[src/rtl/neuron_pkg.sv]
// Shared types, default widths and saturation bounds for the neuron accumulator.
// Bounds come back as 64-bit signed values, and callers truncate them to their own width.
package neuron_pkg;

    typedef enum logic [1:0] {
        ST_IDLE,
        ST_ACCUM,
        ST_BIAS,
        ST_OUT
    } state_e;

    localparam int DEF_DATA_W = 16;
    localparam int DEF_BIAS_W = 8;
    localparam int DEF_ACC_W  = 24;
    localparam int DEF_OUT_W  = 16;
    localparam int DEF_CNT_W  = 8;

    function automatic logic signed [63:0] sat_max(input int w);
        return (64'sd1 <<< (w - 1)) - 64'sd1;
    endfunction

    function automatic logic signed [63:0] sat_min(input int w);
        return -(64'sd1 <<< (w - 1));
    endfunction

endpackage

[src/rtl/sat_add.sv]
// Combinational signed adder that clamps to the W-bit signed range.
// The sat output flags the cycles on which clamping took place.
module sat_add
    import neuron_pkg::*;
#(
    parameter int W = DEF_ACC_W
) (
    input  logic signed [W-1:0] a,
    input  logic signed [W-1:0] b,
    output logic signed [W-1:0] sum,
    output logic                sat
);

    localparam logic signed [63:0] MAX64 = sat_max(W);
    localparam logic signed [63:0] MIN64 = sat_min(W);
    localparam logic signed [W-1:0] MAXV = MAX64[W-1:0];
    localparam logic signed [W-1:0] MINV = MIN64[W-1:0];

    logic [W:0] s;

    always_comb begin
        s   = {a[W-1], a} + {b[W-1], b};
        sat = s[W] ^ s[W-1];
        sum = s[W-1:0];
        if (sat) begin
            sum = s[W] ? MINV : MAXV;
        end
    end

endmodule

[src/rtl/neuron_accum.sv]
// Neuron evaluator: sums cfg_len signed terms plus a bias with saturation,
// then presents the clamped result through a valid/ready handshake.
module neuron_accum
    import neuron_pkg::*;
#(
    parameter int DATA_W = DEF_DATA_W,
    parameter int BIAS_W = DEF_BIAS_W,
    parameter int ACC_W  = DEF_ACC_W,
    parameter int OUT_W  = DEF_OUT_W,
    parameter int CNT_W  = DEF_CNT_W
) (
    input  logic                     clk,
    input  logic                     rst_n,
    input  logic                     start,
    input  logic [CNT_W-1:0]         cfg_len,
    input  logic signed [BIAS_W-1:0] bias,
    input  logic                     in_valid,
    output logic                     in_ready,
    input  logic signed [DATA_W-1:0] in_data,
    output logic                     out_valid,
    input  logic                     out_ready,
    output logic signed [OUT_W-1:0]  out_data,
    output logic                     out_sat,
    output logic                     busy
);

    localparam logic signed [63:0] OMAX64 = sat_max(OUT_W);
    localparam logic signed [63:0] OMIN64 = sat_min(OUT_W);
    localparam logic signed [ACC_W-1:0] OMAX = OMAX64[ACC_W-1:0];
    localparam logic signed [ACC_W-1:0] OMIN = OMIN64[ACC_W-1:0];

    state_e state, state_d;

    logic signed [ACC_W-1:0]  acc;
    logic [CNT_W-1:0]         cnt;
    logic signed [BIAS_W-1:0] bias_q;
    logic                     sat_q;
    logic signed [OUT_W-1:0]  out_q;

    logic signed [ACC_W-1:0]  add_b;
    logic signed [ACC_W-1:0]  add_sum;
    logic                     add_sat;
    logic signed [ACC_W-1:0]  clamp;
    logic                     out_of;

    // One adder serves both the term path and the bias path.
    always_comb begin
        if (state == ST_BIAS) begin
            add_b = {{(ACC_W-BIAS_W){bias_q[BIAS_W-1]}}, bias_q};
        end else begin
            add_b = {{(ACC_W-DATA_W){in_data[DATA_W-1]}}, in_data};
        end
    end

    sat_add #(
        .W(ACC_W)
    ) u_sat_add (
        .a  (acc),
        .b  (add_b),
        .sum(add_sum),
        .sat(add_sat)
    );

    always_comb begin
        clamp  = add_sum;
        out_of = 1'b0;
        if (add_sum > OMAX) begin
            clamp  = OMAX;
            out_of = 1'b1;
        end else if (add_sum < OMIN) begin
            clamp  = OMIN;
            out_of = 1'b1;
        end
    end

    always_ff @(posedge clk or negedge rst_n) begin
        if (!rst_n) begin
            state <= ST_IDLE;
        end else begin
            state <= state_d;
        end
    end

    always_comb begin
        state_d   = state;
        in_ready  = 1'b0;
        out_valid = 1'b0;
        busy      = (state != ST_IDLE);
        case (state)
            ST_IDLE: begin
                if (start) begin
                    state_d = (cfg_len != '0) ? ST_ACCUM : ST_BIAS;
                end
            end
            ST_ACCUM: begin
                in_ready = 1'b1;
                if (in_valid && cnt == CNT_W'(1)) begin
                    state_d = ST_BIAS;
                end
            end
            ST_BIAS: begin
                state_d = ST_OUT;
            end
            ST_OUT: begin
                out_valid = 1'b1;
                if (out_ready) begin
                    state_d = ST_IDLE;
                end
            end
            default: begin
                state_d = ST_IDLE;
            end
        endcase
    end

    always_ff @(posedge clk or negedge rst_n) begin
        if (!rst_n) begin
            acc    <= '0;
            cnt    <= '0;
            bias_q <= '0;
            sat_q  <= 1'b0;
            out_q  <= '0;
        end else begin
            case (state)
                ST_IDLE: begin
                    if (start) begin
                        acc    <= '0;
                        cnt    <= cfg_len;
                        bias_q <= bias;
                        sat_q  <= 1'b0;
                    end
                end
                ST_ACCUM: begin
                    if (in_valid) begin
                        acc   <= add_sum;
                        cnt   <= cnt - CNT_W'(1);
                        sat_q <= sat_q | add_sat;
                    end
                end
                ST_BIAS: begin
                    out_q <= clamp[OUT_W-1:0];
                    sat_q <= sat_q | add_sat | out_of;
                end
                default: begin
                end
            endcase
        end
    end

    assign out_data = out_q;
    assign out_sat  = sat_q;

endmodule

[config.mk]
export PLATFORM = sky130hd
export DESIGN_NAME = neuron_accum
export DESIGN_NICKNAME = d
export VERILOG_FILES = /design/src/rtl/neuron_pkg.sv /design/src/rtl/sat_add.sv /design/src/rtl/neuron_accum.sv
export SDC_FILE = /design/constraint.sdc
export NUM_CORES = 1
export LEC_CHECK = 0
export CAP_MARGIN = 30
export CORE_MARGIN = 2
export CORE_UTILIZATION = 40
export DETAILED_ROUTE_END_ITERATION = 12
export GPL_TIMING_DRIVEN = 0
export SKIP_CTS_REPAIR_TIMING = 1
export SYNTH_ARGS = -nofsm -noshare
export SYNTH_HDL_FRONTEND = slang
export SYNTH_HIERARCHICAL = 1
export SYNTH_SLANG_ARGS = --single-unit
[constraint.sdc]
create_clock -name clk -period 9.2 [get_ports clk]
set_input_delay 1.38 -clock clk [delete_from_list [all_inputs] [get_ports clk]]
set_output_delay 1.38 -clock clk [all_outputs]
set_load 0.005 [all_outputs]
## After elaboration in Yosys (flattened, before gate mapping)

Cells that the tools add are included.

| operators by class | value |
|---|---|
| add/subtract/negate cells | 2 |
| magnitude comparators | 2 |
| equal/unequal tests | 8 |
| mux-type cells | 23 |
| bitwise gates (word level) | 3 |
| reductions and logical operators | 10 |

Operator list:

| operator | count |
|---|---|
| 24-bit 2-to-1 mux | 5 |
| 24-bit case mux with 2 select lines | 1 |
| 16-bit 2-to-1 mux | 2 |
| 24-bit by 24-bit adder with 25-bit output | 1 |
| 24-bit by 16-bit greater-than comparator with 1-bit output (second input constant) | 1 |
| 24-bit by 16-bit less-than comparator with 1-bit output (second input constant) | 1 |
| 8-bit 2-to-1 mux | 2 |
| 8-bit case mux with 2 select lines | 1 |
| 3-bit AND reduction | 3 |
| 8-bit by 1-bit equality test with 1-bit output (second input constant) | 1 |
| 2-bit 2-to-1 mux | 4 |
| 2-bit != test (second input constant) | 4 |
| 2-bit case mux with 4 select lines | 1 |
| 8-bit nonzero test | 1 |
| 8-bit by 1-bit subtractor with 8-bit output (second input constant) | 1 |
| 1-bit 2-to-1 mux | 6 |
| 2-bit equality test (second input constant) | 2 |
| 2-bit nonzero test | 2 |
| 1-bit case mux with 3 select lines | 1 |
| 3-bit nonzero test | 1 |
| 2-bit by 1-bit equality test with 1-bit output (second input constant) | 1 |
| 2-bit logical NOT | 1 |
| 1-bit bitwise OR | 2 |
| 2-bit AND reduction | 1 |
| 2 further kinds | 2 |

| word-level totals | value |
|---|---|
| flip-flop bits (word level) | 59 |
| input bits | 37 |
| output and inout bits | 20 |
| word-level logic and storage cells | 54 |

## Depth between registers and ports, before layout

Gate-level depths: netlist of run 1.

| depth | value |
|---|---|
| depth after elaboration | 10 |
| mapped depth | 21 |
| mapped depth without buffers | 16 |

## By module

Netlist of run 1, hierarchy kept.

Modules (own cells, without submodules):

| module | instances | cells each | area each (µm²) | seq. area each (µm²) |
|---|---|---|---|---|
| neuron_accum | 1 | 324 | 2944.1 | 1476.4 |
| sat_add | 1 | 282 | 1911.8 | 0.0 |

## Least setup slack after synthesis of run 1

No wires, ideal clock.

| timing | value |
|---|---|
| path kind | input-to-reg |
| start point | input port in_data[15] |
| end point | register out_q[10] (netlist: out_data[10]) |
| library setup time | 141 ps |
| data arrival time | 5063 ps |
| required time | 9059 ps |
| path slack | 3996 ps |
| stages | 15 |
| path buffers | 1 |
| path through | inv_1 > o21ai_0 > ha_1 > a21o_1 > a21o_1 > a221oi_1 > o211ai_4 > and2_1 > mux2i_4 > or3b_1 > nor4_1 > a21oi_1 > clkbuf_1 > nor2_1 > o22ai_1 |

| on the way | value |
|---|---|
| cells in the longest elaborated chain, start to end | 7 |
| elaborated cells between the ends (all ways) | 9 |
| classes of those cells | add/sub (1); order compare (2); mux (5); bitwise (1) |

Ends and longest elaborated chain:

| what | RTL line | source |
|---|---|---|
| from (decl) | neuron_accum.sv:19 | `input logic signed [DATA_W-1:0] in_data,` |
| 24-bit 2-to-1 mux * | neuron_accum.sv:48 | `if (state == ST_BIAS) begin` |
| via add_b[15] | neuron_accum.sv:40 | `logic signed [ACC_W-1:0] add_b;` |
| 24-bit by 24-bit adder with 25-bit output * | sat_add.sv:22 | `s = {a[W-1], a} + {b[W-1], b};` |
| 24-bit 2-to-1 mux or 1-bit XOR (tied branches) | sat_add.sv:26, sat_add.sv:23 |  |
| 24-bit 2-to-1 mux * | sat_add.sv:25 | `if (sat) begin` |
| via add_sum[18] | neuron_accum.sv:41 | `logic signed [ACC_W-1:0] add_sum;` |
| 24-bit by 16-bit less-than comparator with 1-bit output | neuron_accum.sv:70 | `end else if (add_sum < OMIN) begin` |
| 16-bit 2-to-1 mux | neuron_accum.sv:70 |  |
| 16-bit 2-to-1 mux * | neuron_accum.sv:67 | `if (add_sum > OMAX) begin` |
| to (signal assigned) | neuron_accum.sv:141 | `out_q <= clamp[OUT_W-1:0];` |
| to (decl) | neuron_accum.sv:38 | `logic signed [OUT_W-1:0] out_q;` |

Mark *: on every way through the listed nets, which the timed path passes. The rest lies on a longest branch.
A chain may end at the register's enable or synchronous reset.

## Worst setup path in the final report of run 1

| timing | value |
|---|---|
| start point | register state[0] |
| end point | register out_q[4] (netlist: out_data[4]) |

| on the way | value |
|---|---|
| cells in the longest elaborated chain, start to end | 8 |
| elaborated cells between the ends (all ways) | 10 |
| classes of those cells | add/sub (1); order compare (2); eq/ne (1); mux (5); bitwise (1) |

Ends and longest elaborated chain:

| what | RTL line | source |
|---|---|---|
| from (decl) | neuron_accum.sv:32 | `state_e state, state_d;` |
| from (signal assigned) | neuron_accum.sv:80 | `state <= state_d;` |
| 2-bit equality test * | neuron_accum.sv:48 |  |
| 24-bit 2-to-1 mux * | neuron_accum.sv:48 |  |
| via add_b[15] | neuron_accum.sv:40 |  |
| 24-bit by 24-bit adder with 25-bit output * | sat_add.sv:22 |  |
| 24-bit 2-to-1 mux or 1-bit XOR (tied branches) | sat_add.sv:26, sat_add.sv:23 |  |
| 24-bit 2-to-1 mux * | sat_add.sv:25 |  |
| via add_sum[21] | neuron_accum.sv:41 |  |
| 24-bit by 16-bit less-than comparator with 1-bit output | neuron_accum.sv:70 |  |
| 16-bit 2-to-1 mux | neuron_accum.sv:70 |  |
| 16-bit 2-to-1 mux * | neuron_accum.sv:67 |  |

Marked as above.

==> impl_metrics.yaml, run 1 <==
placed_design:
  dp_hpwl_mm: 10.68
  io_buffers: 56
  gp_congestion: 0.9317
global_routing:
  grtUsageTotal_pct: 22.34
  grt_max_degree: 40
  grt_pass1_vias: 4654
  antenna_found_initial: 0
  grt_first_pass_wirelength_mm: 23.06
  grt-ovfl-total: 0
floorplan:
  coreArea_sq_um: 11910
  start_util_pct: 40.77
  die_y_um: 114.2
  rows: 40
  pin_count: 57
  die_area_sq_um: 13040
  die_w_um: 114.2
power_and_ir_drop:
  p_int_mw: 1.157
  p_seq_share_pct: 19.1
  pwr-share-clk_pct: 13.2
  power_leakage_nw: 2.647
  p_comb_share_pct: 67.8
  peakVddDrop_uv: 187.6
  switching_share_pct: 49.75
  p_sw_mw: 1.146
  p_per_area_nw_per_um2: 391.6
synthesis:
  synth_area_sq_um: 4856
  ys_seq_area_share_pct: 30.40
  ys_ff_latch: 59
  yosysTopAreaCellShare_pct: 30.40
  synth_area_per_cell_sq_um: 8.013
  synth_nets: 675
  yosys.area.top_type: "dfrtp_1"
  syn_inst: 606
  ys.warnings.count: 6
  ys_types: 68
  synth_edf_count: 0
  synthTopCellsByArea: "dfrtp_1 30%, ha_1 8.0%, nand2_1 6.3%"
  async_reset_ff_share_pct: 100.0
  synth_ff_type: "dfrtp_1"
  synth.most_common_cell: "nand2_1"
  synth_commonest_cells: "82 x nand2_1, 59 x dfrtp_1, 46 x nand3_1, 41 x o21ai_0, 40 x nor2_1"
drt:
  ant_nets: 0
  routedWlPerCell_um: 16.75
  drtPass1Iterations: 5
  wl_mm: 13.84
  drcViolationCount: 0
  vias: 4783
  viasPerCell: 5.791
  drt_iter0_drc: 295
timing:
  finalSetupTns_ns: 0
  fin_skew_ns: 0.005048
  final-max-slew-violation-count: 0
  clock.fmax_mhz: 151.2
  hold_slack_ns: 0.4716
  period_share_pct: 71.90
  hold_viol: 0
  min_period_ns: 6.615
  maxSlewHeadroom_pct: 46.45
  rsz0062_at_grt: "no"
  finalSetupViolations: 0
  max_slew.worst_pin.slew_ns: 0.8033
critical_path:
  startpoint_type: "flip-flop"
  worst-path-buf-inv: 5
  crit_family: "compound AO/OA/AOI/OAI gates"
  critPathCaptureType: "flip-flop"
  cpMostUsedCell: "a21oi_1"
  crit_required_ns: 9.45
  slowest_delay_ns: 0.67
  crit_type: "flip-flop to flip-flop"
  worstPathCellList: "inv_1 -> ha_1 -> clkbuf_1 -> buf_1 -> nand2_1 -> o21ai_0 -> buf_2 -> ha_1 -> a21oi_1 -> o21ai_0 -> a221oi_1 -> o211ai_4 -> a21oi_1 -> nor2_1 -> a32oi_1 -> nor4_1 -> a21oi_1 -> clkbuf_1 -> nor2_1 -> o22ai_1"
  worstPathMaxFanout: 10
  slowest_stage: "a21oi_1"
  crit_arrival_ns: 6.87
clocking:
  clock_path_buffers: 2
  root_buffer: "clkbuf_16"
  worstSkewPairLatency_ns: 0.34
  htree_num_levels: 3
  cts_inserted_buffers: 9
  cts_sinks: 59
  cts_tree: "done"
  clkTransAtPathRegs_ns: 0.05
status:
  status: "completed"
hold_path:
  hold_path.class: "flip-flop to flip-flop"
finish:
  layout-drive-gt1-share_pct: 9.426
  antennaDiodeCount: 0
  n_fill_cell: 1199
  fin_nets: 744
  syn2layout_area_growth_pct: 21.13
run:
  maxCapViolCount: 0
-- layer usage --
metal  vias up  track usage [%]  routed length, um  part of all wire (%)
li1       2346                -                  -                     -
met1      2285            31.70               6663                    48
met2       136            34.76               6290                    45
met3        16            3.123                665                   4.8
met4         0            8.049                218                   1.6
met5         -                0                  0                     0
-- cell usage in the layout (no fill, tap or decap), drive strengths merged, types with 5 or more instances in the layout --
| cell type | netlist | layout |
|---|---|---|
| mux2 | 18 | 18 |
| nand2b | 6 | 6 |
| nand3 | 46 | 46 |
| nand4 | 5 | 5 |
| buf | 10 | 13 |
| a211oi | 7 | 7 |
| dfrtp | 59 | 59 |
| mux2i | 7 | 7 |
| o211ai | 15 | 15 |
| inv | 36 | 36 |
| xor2 | 10 | 10 |
| o21ai | 44 | 44 |
| a21oi | 38 | 38 |
| or2 | 6 | 6 |
| clkdlybuf4s50 | 0 | 55 |
| nor4 | 7 | 7 |
| ha | 31 | 31 |
| a31oi | 5 | 5 |
| nand2 | 82 | 82 |
| a21o | 10 | 10 |
| xnor2 | 5 | 5 |
| o22ai | 22 | 22 |
| nor3 | 21 | 21 |
| or3 | 5 | 5 |
| clkbuf | 18 | 30 |
| nor2 | 41 | 41 |
-- worst reg2reg max path, cell delays in order (launching register included) --
cell      delay (ns)
dfrtp_1         0.40
inv_1           0.14
ha_1            0.16
clkbuf_1        0.41
buf_1           0.63
nand2_1         0.41
o21ai_0         0.23
buf_2           0.26
ha_1            0.35
a21oi_1         0.22
o21ai_0         0.20
a221oi_1        0.53
o211ai_4        0.23
a21oi_1         0.46
nor2_1          0.13
a32oi_1         0.34
nor4_1          0.11
a21oi_1         0.67
clkbuf_1        0.42
nor2_1          0.10
o22ai_1         0.13
-- layout make-up --
cell class,count,area [sq um],share of cell area [%]
buffer,28,112.6,1.914
clock buffer,12,246.5,4.191
clock inverter,3,15.01,0.2553
inverter,36,135.1,2.297
multi-input combinational,483,3132,53.24
sequential,59,1476,25.10
tap,147,183.9,3.127
timing repair buffer,58,580.6,9.870
-- final timing paths --
kind                                 startpoint                  endpoint  slack (ns)  cells after the start
max reg2reg                state[0]$_DFFE_PN0P_   out_data[4]$_DFFE_PN0P_        2.58                     20
min reg2reg                 acc[19]$_DFFE_PN0P_       acc[19]$_DFFE_PN0P_        0.47                      2
max                        state[0]$_DFFE_PN0P_   out_data[4]$_DFFE_PN0P_        2.58                     20
min in group asynchronous                 rst_n      state[1]$_DFFE_PN0P_        1.03                      1
min                         acc[19]$_DFFE_PN0P_       acc[19]$_DFFE_PN0P_        0.47                      2
max in group asynchronous                 rst_n  out_data[11]$_DFFE_PN0P_        7.56                      2
-- power by group through the flow --
stage               sequential, mW  combinational (mW)  clock [mW]
floorplan                    0.429                1.11           0
global placement             0.439                1.51           0
detailed placement           0.444                1.54           0
CTS                          0.440                1.55       0.313
global route                 0.454                1.74       0.321
finish                       0.439                1.56       0.303
-- stage by stage --
stage	cell area (sq um)	utilization, %	power (mW)	instances	worst slack [ns]
final	5882	49.38	2.303	826	2.585
after detailed placement	5620	47.18	1.984	811	2.622
after floorplan	4856	-	1.539	606	3.996
after global placement	5600	47.02	1.954	809	2.554
after CTS	5882	49.38	2.304	826	2.570
after global routing	5882	49.38	2.513	826	1.973
-- registers in the layout, indices dropped and copies added, names as in the netlist --
signal and count:
acc 24, out_data 16, bias_q 8, cnt 8, state 2, out_sat 1
-- cell families (layout without fill, tap and decap cells) --
family	count (synthesis)	in the layout	share of synthesized area (%)
compound gates	171	171	23.11
xor+xnor	15	15	2.705
fa+ha+maj	32	32	8.400
buf+inv	64	137	5.102
flops	59	59	30.40
mux	25	25	5.875
simple gates	240	240	24.40
Note: power is estimated with default switching activity, not from simulation.
==> inputs of run 2 (changes only) <==
- clock period: 9.2 -> 5.6 ns (I/O delays scaled with it)
==> run 2 against run 1 <==
Register-to-register slack worse by 2.3 ns. Setup slack got worse by 2.3 ns. Design area grew 0.98%. Sequential share of layout area fell by 0.24 points. Clock skew about the same. Die area did not move. Hold slack is essentially flat. Clock-buffer cell count unchanged. Non-clock buffer count unchanged.
==> impl_metrics.yaml, run 2 (same netlist as run 1, synthesis figures left out) <==
critical_path:
  startpoint_type: "flip-flop"
  r2r_cells: 18
  crit_type: "flip-flop to flip-flop"
  r2r-end: "out_data[4]$_DFFE_PN0P_"
  r2r_slack_ns: 0.27
  r2r_start: "state[0]$_DFFE_PN0P_"
  worstPathMaxFanout: 10
  crit_arrival_ns: 5.58
  critPathCaptureType: "flip-flop"
  crit_required_ns: 5.86
timing:
  layout_setup_ws_ns: 0.2730
  max_slew.worst_pin.slew_ns: 0.5704
  finalSetupViolations: 0
  fin_skew_ns: 0.005104
  clock.fmax_mhz: 187.7
  rsz0062_at_grt: "no"
  hold_viol: 0
  final-max-slew-violation-count: 0
  period_share_pct: 95.12
  maxSlewHeadroom_pct: 61.83
  min_period_ns: 5.327
global_routing:
  antenna_found_initial: 0
  grtUsageTotal_pct: 22.34
  grt-ovfl-total: 0
  grt_first_pass_wirelength_mm: 23.06
  grt_pass1_vias: 4654
  grt_max_degree: 40
floorplan:
  pin_count: 57
  coreArea_sq_um: 11910
  die_w_um: 114.2
  rows: 40
  die_area_sq_um: 13040
  start_util_pct: 40.77
  die_y_um: 114.2
drt:
  drcViolationCount: 0
  drt_iter0_drc: 289
  drtPass1Iterations: 5
  routedWlPerCell_um: 16.82
  viasPerCell: 5.775
  ant_nets: 0
  wl_mm: 13.90
  vias: 4770
finish:
  syn2layout_area_growth_pct: 22.31
  layout_common_cells: "80 x nand2_1, 59 x dfrtp_1, 55 x clkdlybuf4s50_1, 46 x nand3_1, 40 x nor2_1"
  regMostFlops: "acc"
  layout-drive-gt1-share_pct: 11.78
  layout_commonest_cell: "nand2_1"
  fin_nets: 744
  largest_reg_flops: 24
  post-route-util_pct: 49.86
  antennaDiodeCount: 0
run:
  maxCapViolCount: 0
clocking:
  worstSkewPairLatency_ns: 0.34
  cts_sinks: 59
  root_buffer: "clkbuf_16"
  htree_num_levels: 3
  cts_tree: "done"
  cts_inserted_buffers: 9
  clkTransAtPathRegs_ns: 0.05
  clock_path_buffers: 2
placed_design:
  io_buffers: 56
  dp_hpwl_mm: 10.68
  dp_slack_ns: -0.9775
  gp_congestion: 0.9317
hold_path:
  hold_path.class: "flip-flop to flip-flop"
  hold_start: "acc[19]$_DFFE_PN0P_"
  holdPathEnd: "acc[19]$_DFFE_PN0P_"
  whs_path_depth: 2
power_and_ir_drop:
  peakVddDrop_uv: 271.3
  p_per_area_nw_per_um2: 646.4
  power_leakage_nw: 2.677
status:
  status: "completed"
run 2: through the flow:
| step | power, mW | area (sq um) | cells | setup TNS [ns] | hold slack, ns |
|---|---|---|---|---|---|
| final | 3.839 | 5939 | 826 | 0 | 0.4716 |
| after global routing | 4.183 | 5939 | 826 | 0 | 0.4988 |
| after CTS | 3.786 | 5882 | 826 | -14.04 | 0.4745 |
| after detailed placement | 3.259 | 5620 | 811 | -13.37 | 0.4628 |
| after global placement | 3.210 | 5600 | 809 | -13.84 | 0.4581 |
| after floorplan | 2.529 | 4856 | 606 | 0 | 0.4453 |
run 2: where the power goes:
group          leakage [nW]  internal, mW  switching (mW)
registers             0.748         0.600           0.123
logic                  1.80          1.02            1.59
clock network         0.132         0.306           0.193
run 2: layout make-up:
type                    instances  area [sq um]
fillers                      1197          5972
repair buffers                 59         588.1
flip-flops and latches         59          1476
inverters                      36         135.1
clock buffers                  12         246.5
clock inverters                 3         15.01
plain buffers                  27         120.1
well taps                     147         183.9
multi-input cells             483          3174
run 2: per-layer routing:
metal / GRT usage [%] / vias up / part of all wire (%)
met3: 3.123 / 15 / 3.9
li1: - / 2342 / -
met1: 31.70 / 2306 / 49
met4: 8.049 / 0 / 1.7
met2: 34.76 / 107 / 46
met5: 0 / - / 0
run 2: how the worst max path moves through the flow:
stage,start,cells after the start,to,slack [ns]
floorplan,state[0]$_DFFE_PN0P_,19,out_data[10]$_DFFE_PN0P_,0.69
global placement,state[0]$_DFFE_PN0P_,19,out_data[4]$_DFFE_PN0P_,-0.99
detailed placement,state[0]$_DFFE_PN0P_,20,out_data[4]$_DFFE_PN0P_,-0.98
CTS,state[0]$_DFFE_PN0P_,20,out_data[4]$_DFFE_PN0P_,-1.03
global route,state[0]$_DFFE_PN0P_,18,out_data[12]$_DFFE_PN0P_,0.002
finish,state[0]$_DFFE_PN0P_,18,out_data[4]$_DFFE_PN0P_,0.27
run 2: critical path, cell delays in order (launching register included):
cell	delay, ns
dfrtp_1	0.40
inv_1	0.17
ha_4	0.25
clkbuf_4	0.29
mux2_2	0.37
ha_1	0.41
o211ai_1	0.15
o211a_1	0.33
or4b_4	0.59
o211a_2	0.32
buf_2	0.20
o21ai_2	0.18
nand3_1	0.16
a32oi_2	0.34
nor4_1	0.11
a21oi_2	0.44
clkbuf_2	0.31
nor2_1	0.08
o22ai_1	0.13
==> inputs of run 3 (changes only) <==
- MAX_ROUTING_LAYER: unset -> met4
- SKIP_CTS_REPAIR_TIMING: 1 -> unset
==> run 3 against run 2 <==
Cell count fell by 0.12%. Non-clock buffer count down 1. Clock-buffer cell count did not move. Largest cell class unchanged. Largest power group unchanged. Highest routed layer unchanged.
==> impl_metrics.yaml, run 3 (same netlist as run 1, synthesis figures left out) <==
hold_path:
  hold_path.class: "flip-flop to flip-flop"
  holdPathEnd: "acc[3]$_DFFE_PN0P_"
  hold_start: "acc[3]$_DFFE_PN0P_"
  whs_path_depth: 2
placed_design:
  gp_congestion: 0.9546
  io_buffers: 56
  dp_hpwl_mm: 10.67
  dp_slack_ns: -0.9926
finish:
  layout-drive-gt1-share_pct: 11.95
  regMostFlops: "acc"
  largest_reg_flops: 24
  syn2layout_area_growth_pct: 22.37
  fin_nets: 743
  antennaDiodeCount: 0
  layout_common_cells: "80 x nand2_1, 59 x dfrtp_1, 55 x clkdlybuf4s50_1, 46 x nand3_1"
  layout_commonest_cell: "nand2_1"
critical_path:
  r2r_cells: 18
  r2r_slack_ns: 0.37
  crit_required_ns: 5.79
  slowest_delay_ns: 0.55
  startpoint_type: "flip-flop"
  crit_arrival_ns: 5.43
  crit_family: "simple AND/OR/NAND/NOR gates"
  r2r-end: "out_data[10]$_DFFE_PN0P_"
  worst-path-buf-inv: 4
  worstPathMaxFanout: 10
  crit_type: "flip-flop to flip-flop"
  worstPathCellList: "inv_1 -> ha_4 -> buf_4 -> mux2_2 -> ha_1 -> clkbuf_1 -> o21a_1 -> o21ai_0 -> or4b_4 -> o211ai_4 -> nor2_2 -> mux2i_4 -> or3b_1 -> nor4_1 -> a21oi_2 -> clkbuf_2 -> nor2_1 -> o22ai_1"
  r2r_start: "state[0]$_DFFE_PN0P_"
  slowest_stage: "or4b_4"
  critPathCaptureType: "flip-flop"
timing:
  hold_viol: 0
  final-max-slew-violation-count: 0
  clock.fmax_mhz: 191.1
  rsz0062_at_grt: "no"
  maxSlewHeadroom_pct: 60.62
  fin_skew_ns: 0.006631
  max_slew.worst_pin.slew_ns: 0.5886
  layout_setup_ws_ns: 0.3672
  period_share_pct: 93.44
  min_period_ns: 5.233
  finalSetupViolations: 0
floorplan:
  die_area_sq_um: 13040
  rows: 40
  pin_count: 57
  coreArea_sq_um: 11910
  die_y_um: 114.2
  start_util_pct: 40.77
  die_w_um: 114.2
global_routing:
  grt-ovfl-total: 0
  grtUsageTotal_pct: 22.80
  antenna_found_initial: 0
  grt_first_pass_wirelength_mm: 22.87
  grt_max_degree: 40
  grt_pass1_vias: 4561
drt:
  viasPerCell: 5.767
  drtPass1Iterations: 6
  drcViolationCount: 0
  ant_nets: 0
  routedWlPerCell_um: 16.70
  vias: 4758
  wl_mm: 13.77
  drt_iter0_drc: 324
clocking:
  htree_num_levels: 3
  clock_path_buffers: 2
  cts_inserted_buffers: 9
  root_buffer: "clkbuf_16"
  clkTransAtPathRegs_ns: 0.05
  cts_sinks: 59
  worstSkewPairLatency_ns: 0.33
  cts_tree: "done"
  post-cts-setup-buffers: 0
power_and_ir_drop:
  power_leakage_nw: 2.677
  peakVddDrop_uv: 273.0
  p_total_mw: 3.821
  p_per_area_nw_per_um2: 643.1
run:
  maxCapViolCount: 0
status:
  status: "completed"
-- run 3: cell count changes in the layout (fill, tap and decap cells not counted), sizes merged --
| cell | delta |
|---|---|
| clkbuf | -1 |
-- run 3: timing repair --
| item | 4_1_cts | 5_1_grt |
|---|---|---|
| pin swaps | 0 | 2 |
| endpoints found under the setup margin | 16 | 16 |
| gates resized for setup | 6 | 19 |
| hold buffers | 0 | 0 |
-- run 3: cell type report --
type                       count  area (sq um)
clock buffer                  12         246.5
clock inverter                 3         15.01
buffer                        27         120.1
inverter                      36         135.1
fill                        1203          5969
timing repair buffer          58         580.6
sequential                    59          1476
multi-input combinational    483          3184
tap                          147         183.9
-- run 3: stage by stage --
stage	util, %	area (sq um)	hold slack (ns)	setup TNS, ns	instances
after floorplan	-	4856	0.4453	0	606
after global placement	47.02	5600	0.4579	-13.63	809
after detailed placement	47.18	5620	0.4666	-13.61	811
after CTS	49.50	5896	0.4779	0	825
after global routing	49.88	5942	0.4975	0	825
final	49.88	5942	0.4708	0	825
-- run 3: worst max-delay path by stage --
| stage | depth (start not counted) | slack, ns | end | start |
|---|---|---|---|---|
| 3_3_place_gp | 19 | -0.97 | out_data[4]$_DFFE_PN0P_ | state[0]$_DFFE_PN0P_ |
| 6_report | 18 | 0.37 | out_data[10]$_DFFE_PN0P_ | state[0]$_DFFE_PN0P_ |
| 2_1_floorplan | 19 | 0.69 | out_data[10]$_DFFE_PN0P_ | state[0]$_DFFE_PN0P_ |
| 4_1_cts | 20 | 0.03 | out_data[4]$_DFFE_PN0P_ | state[0]$_DFFE_PN0P_ |
| 5_1_grt | 19 | 0.001 | out_data[12]$_DFFE_PN0P_ | state[0]$_DFFE_PN0P_ |
| 3_5_place_dp | 20 | -0.99 | out_data[10]$_DFFE_PN0P_ | state[0]$_DFFE_PN0P_ |
-- run 3: power breakdown --
part           switching [mW]  leakage (nW)  internal [mW]
Combinational            1.58          1.80           1.02
Clock                   0.187         0.132          0.306
Sequential              0.126         0.748          0.601
Total                    1.89          2.68           1.93
-- run 3: routing by layer --
metal	GRT usage, %	vias up	wire, um
met2	34.68	130	6363
met1	31.64	2272	6625
met4	6.992	0	187
met5	-	-	0
li1	-	2343	-
met3	3.176	13	597
-- run 3: worst register-to-register path: stages (launching register included) --
cell	delay, ns
dfrtp_1	0.39
inv_1	0.16
ha_4	0.25
buf_4	0.25
mux2_2	0.38
ha_1	0.27
clkbuf_1	0.25
o21a_1	0.23
o21ai_0	0.14
or4b_4	0.55
o211ai_4	0.34
nor2_2	0.09
mux2i_4	0.30
or3b_1	0.44
nor4_1	0.36
a21oi_2	0.22
clkbuf_2	0.24
nor2_1	0.13
o22ai_1	0.08
